## src/rtl/osnt_stamp_pkg.sv

```systemverilog
// Shared opcode constants and FSM state encoding for the timestamp controller.
package osnt_stamp_pkg;

  localparam logic [1:0] OP_NOP     = 2'd0;
  localparam logic [1:0] OP_LOAD    = 2'd1;
  localparam logic [1:0] OP_ADJUST  = 2'd2;
  localparam logic [1:0] OP_SET_INC = 2'd3;

  typedef enum logic [1:0] {
    ST_IDLE   = 2'd0,
    ST_APPLY  = 2'd1,
    ST_SETTLE = 2'd2
  } state_e;

endpackage

```

## src/rtl/osnt_pps_sync.sv

```systemverilog
// Two-flop synchroniser for the asynchronous PPS input plus rising-edge detector.
module osnt_pps_sync (
  input  logic clk_i,
  input  logic rst_ni,
  input  logic pps_i,
  output logic edge_o
);

  logic [1:0] sync_q;
  logic       prev_q;

  always_ff @(posedge clk_i or negedge rst_ni) begin
    if (!rst_ni) begin
      sync_q <= 2'b00;
      prev_q <= 1'b0;
    end else begin
      sync_q <= {sync_q[0], pps_i};
      prev_q <= sync_q[1];
    end
  end

  assign edge_o = sync_q[1] & ~prev_q;

endmodule

```

## src/rtl/osnt_stamp_ctrl.sv

```systemverilog
// Timestamp counter with LOAD/ADJUST/SET_INC command FSM and optional PPS capture.
// PPS capture is built only when OSNT_STAMP_CTRL_PPS_EN is defined.
module osnt_stamp_ctrl #(
  parameter int TIMESTAMP_WIDTH = 64,
  parameter int INC_WIDTH       = 32
) (
  input  logic                       ACLK,
  input  logic                       ARESETN,
  input  logic                       CMD_VALID,
  output logic                       CMD_READY,
  input  logic [1:0]                 CMD_OP,
  input  logic [TIMESTAMP_WIDTH-1:0] CMD_DATA,
  input  logic                       RUN,
  output logic [TIMESTAMP_WIDTH-1:0] STAMP_COUNTER,
  output logic                       STAMP_VALID,
  input  logic                       PPS_IN,
  output logic [TIMESTAMP_WIDTH-1:0] PPS_STAMP,
  output logic                       PPS_STAMP_VALID
);
  import osnt_stamp_pkg::*;

  state_e                     state_q, state_d;
  logic                       rdy_q;
  logic [1:0]                 op_q, op_d;
  logic [TIMESTAMP_WIDTH-1:0] data_q, data_d;
  logic [TIMESTAMP_WIDTH-1:0] cnt_q, cnt_d;
  logic [INC_WIDTH-1:0]       inc_q, inc_d;
  logic [TIMESTAMP_WIDTH-1:0] step;

  // READY is registered from the next state so it stays low through reset
  // and rises on the first clock edge after release.
  always_ff @(posedge ACLK or negedge ARESETN) begin
    if (!ARESETN) begin
      state_q <= ST_IDLE;
      rdy_q   <= 1'b0;
      op_q    <= OP_NOP;
      data_q  <= '0;
      cnt_q   <= '0;
      inc_q   <= INC_WIDTH'(1);
    end else begin
      state_q <= state_d;
      rdy_q   <= (state_d == ST_IDLE);
      op_q    <= op_d;
      data_q  <= data_d;
      cnt_q   <= cnt_d;
      inc_q   <= inc_d;
    end
  end

  always_comb begin
    state_d = state_q;
    op_d    = op_q;
    data_d  = data_q;
    case (state_q)
      ST_IDLE: begin
        if (CMD_VALID && rdy_q && (CMD_OP != OP_NOP)) begin
          op_d    = CMD_OP;
          data_d  = CMD_DATA;
          state_d = ST_APPLY;
        end
      end
      ST_APPLY:  state_d = ST_SETTLE;
      ST_SETTLE: state_d = ST_IDLE;
      default:   state_d = ST_IDLE;
    endcase
  end

  assign step = RUN ? TIMESTAMP_WIDTH'(inc_q) : '0;

  // SET_INC still advances by the old increment during its APPLY cycle.
  always_comb begin
    cnt_d = cnt_q + step;
    inc_d = inc_q;
    if (state_q == ST_APPLY) begin
      case (op_q)
        OP_LOAD:    cnt_d = data_q;
        OP_ADJUST:  cnt_d = cnt_q + step + data_q;
        OP_SET_INC: inc_d = data_q[INC_WIDTH-1:0];
        default:    ;
      endcase
    end
  end

  assign CMD_READY     = rdy_q;
  assign STAMP_COUNTER = cnt_q;
  assign STAMP_VALID   = rdy_q & RUN;

`ifdef OSNT_STAMP_CTRL_PPS_EN
  logic                       pps_edge;
  logic [TIMESTAMP_WIDTH-1:0] pps_stamp_q;
  logic                       pps_vld_q;

  osnt_pps_sync u_pps_sync (
    .clk_i  (ACLK),
    .rst_ni (ARESETN),
    .pps_i  (PPS_IN),
    .edge_o (pps_edge)
  );

  // Sampling cnt_q in the edge cycle yields the pre-APPLY value on a collision.
  always_ff @(posedge ACLK or negedge ARESETN) begin
    if (!ARESETN) begin
      pps_stamp_q <= '0;
      pps_vld_q   <= 1'b0;
    end else begin
      pps_vld_q <= pps_edge;
      if (pps_edge) pps_stamp_q <= cnt_q;
    end
  end

  assign PPS_STAMP       = pps_stamp_q;
  assign PPS_STAMP_VALID = pps_vld_q;
`else
  logic unused_pps;
  assign unused_pps      = PPS_IN;
  assign PPS_STAMP       = '0;
  assign PPS_STAMP_VALID = 1'b0;
`endif

endmodule
```

## config.mk

```make
export PLATFORM = sky130hd
export DESIGN_NAME = osnt_stamp_ctrl
export DESIGN_NICKNAME = d
export VERILOG_FILES = /design/src/rtl/osnt_stamp_pkg.sv /design/src/rtl/osnt_pps_sync.sv /design/src/rtl/osnt_stamp_ctrl.sv
export SDC_FILE = /design/constraint.sdc
export NUM_CORES = 1
export LEC_CHECK = 0
export CELL_PAD_IN_SITES_DETAIL_PLACEMENT = 0
export CELL_PAD_IN_SITES_GLOBAL_PLACEMENT = 1
export CORE_AREA = 3 3 178 180
export CTS_CLUSTER_DIAMETER = 200
export DETAILED_ROUTE_END_ITERATION = 8
export DIE_AREA = 0 0 181 183
export PLACE_DENSITY_LB_ADDON = 0.1
export SLEW_MARGIN = 15
export SYNTH_ARGS = -nofsm -noshare
export SYNTH_HDL_FRONTEND = slang
export SYNTH_SLANG_ARGS = --single-unit
```

## constraint.sdc

```tcl
create_clock -name ACLK -period 15.3 [get_ports ACLK]
set_input_delay 3.06 -clock ACLK [delete_from_list [all_inputs] [get_ports ACLK]]
set_output_delay 3.06 -clock ACLK [all_outputs]
set_load 0.05 [all_outputs]
```

# --- Word-level counts from Yosys, hierarchy flattened ---
# Cells that the tools add are included.
totals:
  wordCells: 25
  register_bits: 165
op_classes:
  eq_ne: 4
  n_addsub: 2
  muxes: 5
  n_reduce_logical: 7
  bitwise: 1
ops:
  columns: ["cell", "n"]
  rows:
  - ["64-bit one-hot mux with 2 select lines", 1]
  - ["64-bit by 32-bit adder with 64-bit output", 1]
  - ["64-bit adder", 1]
  - ["64-bit 2-to-1 mux", 1]
  - ["32-bit 2-to-1 mux", 1]
  - ["2-bit by 1-bit == test with 1-bit output (second input constant)", 2]
  - ["2-bit == test (second input constant)", 2]
  - ["2-bit logical NOT", 2]
  - ["2-bit one-hot mux with 2 select lines", 1]
  - ["2-bit AND reduction", 2]
  - ["1-bit logical AND", 2]
  - ["2-bit 2-to-1 mux", 1]
  - ["2-bit nonzero test", 1]
  - ["1-bit bitwise AND", 1]

# --- Logic depth before layout (Yosys ltp) ---
depth:
  depth_word: 5
  ltp_mapped: 23
  mapped_depth_nobuf: 22

# --- Least setup slack after synthesis ---
# OpenSTA, ideal clock, no wires.
synth_path:
  path_kind: "input port to flip-flop"
  start: "input RUN"
  end: "register cnt_q[61], in the netlist STAMP_COUNTER[61]"
  path_slack_ns: 7.465
  arrival_ns: 7.709
  setup_time_ns: 0.126
  path_buffers: 1
  required_time_ns: 15.174
  stages: 21
  cell_sequence: "clkbuf_1 nand2_1 inv_1 ha_1 a211oi_1 o211ai_1 a2111oi_1 o21ai_1 a2111oi_2 o21ai_0 xor2_1 ha_1 nand2_1 nor4_1 nand2_1 a31oi_1 a211oi_2 o31ai_2 a221oi_2 xnor2_1 a221o_1"
synth_via:
  elab_chain_len: 5
synth_rtl:
  columns: ["element", "line_no", "text"]
  rows:
  - ["from (decl)", "osnt_stamp_ctrl.sv:13", "input logic RUN,"]
  - ["32-bit 2-to-1 mux *", "osnt_stamp_ctrl.sv:68", "assign step = RUN ? TIMESTAMP_WIDTH'(inc_q) : '0;"]
  - ["64-bit by 32-bit adder with 64-bit output *", "osnt_stamp_ctrl.sv:72, osnt_stamp_ctrl.sv:77", null]
  - ["64-bit adder", "osnt_stamp_ctrl.sv:77", "OP_ADJUST: cnt_d = cnt_q + step + data_q;"]
  - ["64-bit one-hot mux with 2 select lines", "osnt_stamp_ctrl.sv:75", "case (op_q)"]
  - ["64-bit 2-to-1 mux *", "osnt_stamp_ctrl.sv:74", "if (state_q == ST_APPLY) begin"]
  - ["via cnt_d[61]", "osnt_stamp_ctrl.sv:26", "logic [TIMESTAMP_WIDTH-1:0] cnt_q, cnt_d;"]
  - ["to (signal assigned)", "osnt_stamp_ctrl.sv:45", "cnt_q <= cnt_d;"]
  - ["to (decl)", "osnt_stamp_ctrl.sv:26", null]
# The timed path passes the listed nets; every way through them passes the cells marked *.
# A chain may end at the register's enable or synchronous reset.

# --- Worst setup path after layout ---
# Ends and elaborated chain as after synthesis.

==> impl_results.md <==
* Outcome: finished clean
* Std-Cell Rows at 64
* Number of standard cells in the layout, taps in and fillers out at 2112
* Setup slack after placement at 5020 ps
* Critical path, cell by cell: clkdlybuf4s50_1 > buf_4 > nand2_1 > inv_1 > ha_1 > a211oi_1 > o211ai_1 > a2111oi_1 > o21ai_1 > a2111oi_2 > o21ai_0 > xor2_1 > ha_1 > nand2_1 > nor4_1 > nand2_1 > a31oi_1 > a211oi_2 > o31ai_2 > a221oi_2 > xnor2_1 > a221o_1
* Maximum fanout along the worst path at 33
* Family of cells with the greatest summed delay on the critical path: compound AO/OA/AOI/OAI gates
* Worst Hold Depth at 1
* DIE HEIGHT at 183 um
* Critical Path End Type: flip-flop
* Clock tree skew after final layout at 9.40 ps
* # nets final at 1881
* CTS Sinks at 165
* Global-route wire length before repair at 64800 um
* EDFF count, synth at 0
* Count of boundary I/O pins at 202
* F_max at 0.102 GHz
* Max-Slew Margin vs Limit at 30.6%
* Tcrit/Tclk final at 64.0%
* Number of levels in the clock H-tree at 4
* Number of buffers between clock root and the deepest sink at 2
* Pre-antenna DRT Iters at 5
* Number of clock buffers inserted by TritonCTS at 17
* Setup slack after layout at 5510 ps
* DRC at 0
* DIE AREA at 33100 sq um
* Synthesis Warnings at 0
* Syn Inst Count at 1610
* Library cell with the largest summed area after synthesis: dfrtp_1
* Final weighted congestion in routability-driven placement at 0.909
* Most common library cell in the layout ignoring fill and taps: dfrtp_1
* Quantity of hold-fixing buffers added after cts at 0
* Vias after detailed routing at 12207
* Crit path DAT at 10130 ps
* Resized Gates After CTS at 0
* Path class of the lowest-slack min-delay path: reg -> reg
* Async set or reset register ratio after synthesis at 100%
* Seq/Total Area, Yosys at 29.9%
* Number of cells in the design after placement at 2080
* Standard cell core area at 30300 sq um
* Number of cells on the critical path at 22
* Count of cells along the worst register-to-register path at 20
* Overall routed net length at 39800 um
* Iter 0 DRT Violations at 660
* Clock root buffer: clkbuf_16
* Setup repair after global routing missed its margin: false
* Largest cells by area after synthesis: dfrtp_1, ha_1, mux2_2
* Pin count of the biggest net entering global routing at 87
* Relative area change from synthesis to final layout at 14.4%
* Commonest register cell after synthesis: dfrtp_1
* Total congestion overflow at 0
* Area share of the largest cell type after synthesis at 29.7%
* Cell area after synthesis at 13800 sq um
* Sum Neg Setup Slack at 0 ps
* Die width at 181 um
* Fraction of layout instances using a drive strength above 1 at 9.56%
* Final antenna-violating net count at 0
* Post-DR vias/cell at 5.78
* Setup violation total in the final timing report at 0
* Routed wire length per instance at 18.9 um
* Vias in the first global route at 12205
* Worst skew pair latency at 460 ps
* Initial Util at 45.5%
* Number of buffer and inverter instances along the worst setup path at 3
* Time the worst path needs with I/O delays and setup at 9790 ps
* Max-cap violations at 0
* Sort of element at the start of the critical path: input pin
* Critical-path cell with the highest stage delay: a2111oi_1
* Flip-flop and latch count after synthesis at 165
* Post-synth cell types at 84
* Count of input and output buffers at 135
* Final standard cell area without fillers at 15800 sq um
* Final HPWL DP at 29500 um
* Slew at the pin closest to its max-slew limit at 1040 ps
* CTS tree: yes
* Clock transition at the registers of the reported paths at 70 ps
* Crit-path most repeated cell: nand2_1
* Postcts setup bufs at 0
* Number of pins with negative max-slew slack in the final report at 0
* Most frequent cells in the layout: dfrtp_1, nor2_1, nand2_1
* Overall fraction of global-route tracks in use at 24.0%
* Initial antenna violation count at 0
* Mean area per synthesized cell at 8.58 sq um
* Critical path class: in -> reg
* Placed cell areas at 15200 sq um
* Antenna diode count at 0
* Delay contributed by the slowest stage of the critical path at 870 ps
* Worst endpoint required time at 15640 ps
* Hold Fails Final Rpt at 0
final cells by class:
cell class                 instances  area, sq um
fill                            2930        14500
clock buffer                      18          429
multi-input combinational       1334         9030
sequential                       165         4130
timing repair buffer             146         1440
clock inverter                    14          139
inverter                          39          146
tap                              396          495
cell families (layout without fill, tap and decap cells):
group           Yosys count  in the layout  synth area share, %
xor+xnor                105            105                 6.66
flops                   165            165                 29.9
compound gates          452            452                 21.8
fa+ha+maj               107            107                 9.80
simple gates            508            508                 17.3
buf+inv                 175            217                 6.62
other cells               1             65               0.0271
mux                      97             97                 7.87
cell usage after synthesis, types with 11 or more instances:
cell type / number
a211oi_1: 19
a21o_1: 39
a21oi_1: 137
a221oi_1: 27
a2bb2oi_1: 11
a31oi_1: 13
and2_1: 41
and3_1: 18
buf_4: 65
clkbuf_1: 59
dfrtp_1: 164
ha_1: 105
inv_1: 39
mux2_2: 93
nand2_1: 139
nand2b_1: 12
nand3_1: 42
nand4_1: 35
nor2_1: 151
nor3_1: 32
o211ai_1: 16
o21a_1: 19
o21ai_0: 74
o21bai_1: 17
xnor2_1: 67
xor2_1: 38
path summary, 6_finish.rpt:
check | to | from | slack [ps]
worst max-delay path | STAMP_COUNTER[61] | RUN | 5510
worst min-delay path | inc_q[2] | inc_q[2] | 500
worst max register to register | STAMP_COUNTER[61] | inc_q[1] | 8510
worst min register to register | inc_q[2] | inc_q[2] | 500
max in group asynchronous | STAMP_COUNTER[44] | ARESETN | 11100
min in group asynchronous | inc_q[8] | ARESETN | 2650
sequential cells by signal, indices dropped and copies added (netlist names):
signal / flops
STAMP_COUNTER: 64
data_q: 64
inc_q: 32
op_q: 2
state_q: 2
CMD_READY: 1
per-layer routing:
metal  up-vias  part of all wire [%]  GRT usage [%]
li1       5930                     -              -
met1      5918                    43           30.0
met4         0                   2.5           7.43
met2       303                    51           43.0
met3        56                   3.9           3.33
met5         -                     0              0
stage by stage:
step           hold WS, ps  utilization [%]
2_1_floorplan          444                -
3_3_place_gp           482             50.2
3_5_place_dp           485             50.2
4_1_cts                502             52.1
5_1_grt                516             52.1
6_report               499             52.1
Power is left out: the tool's default activity adds up to more than one toggle a clock period on the data nets, which glitch-free logic cannot reach.
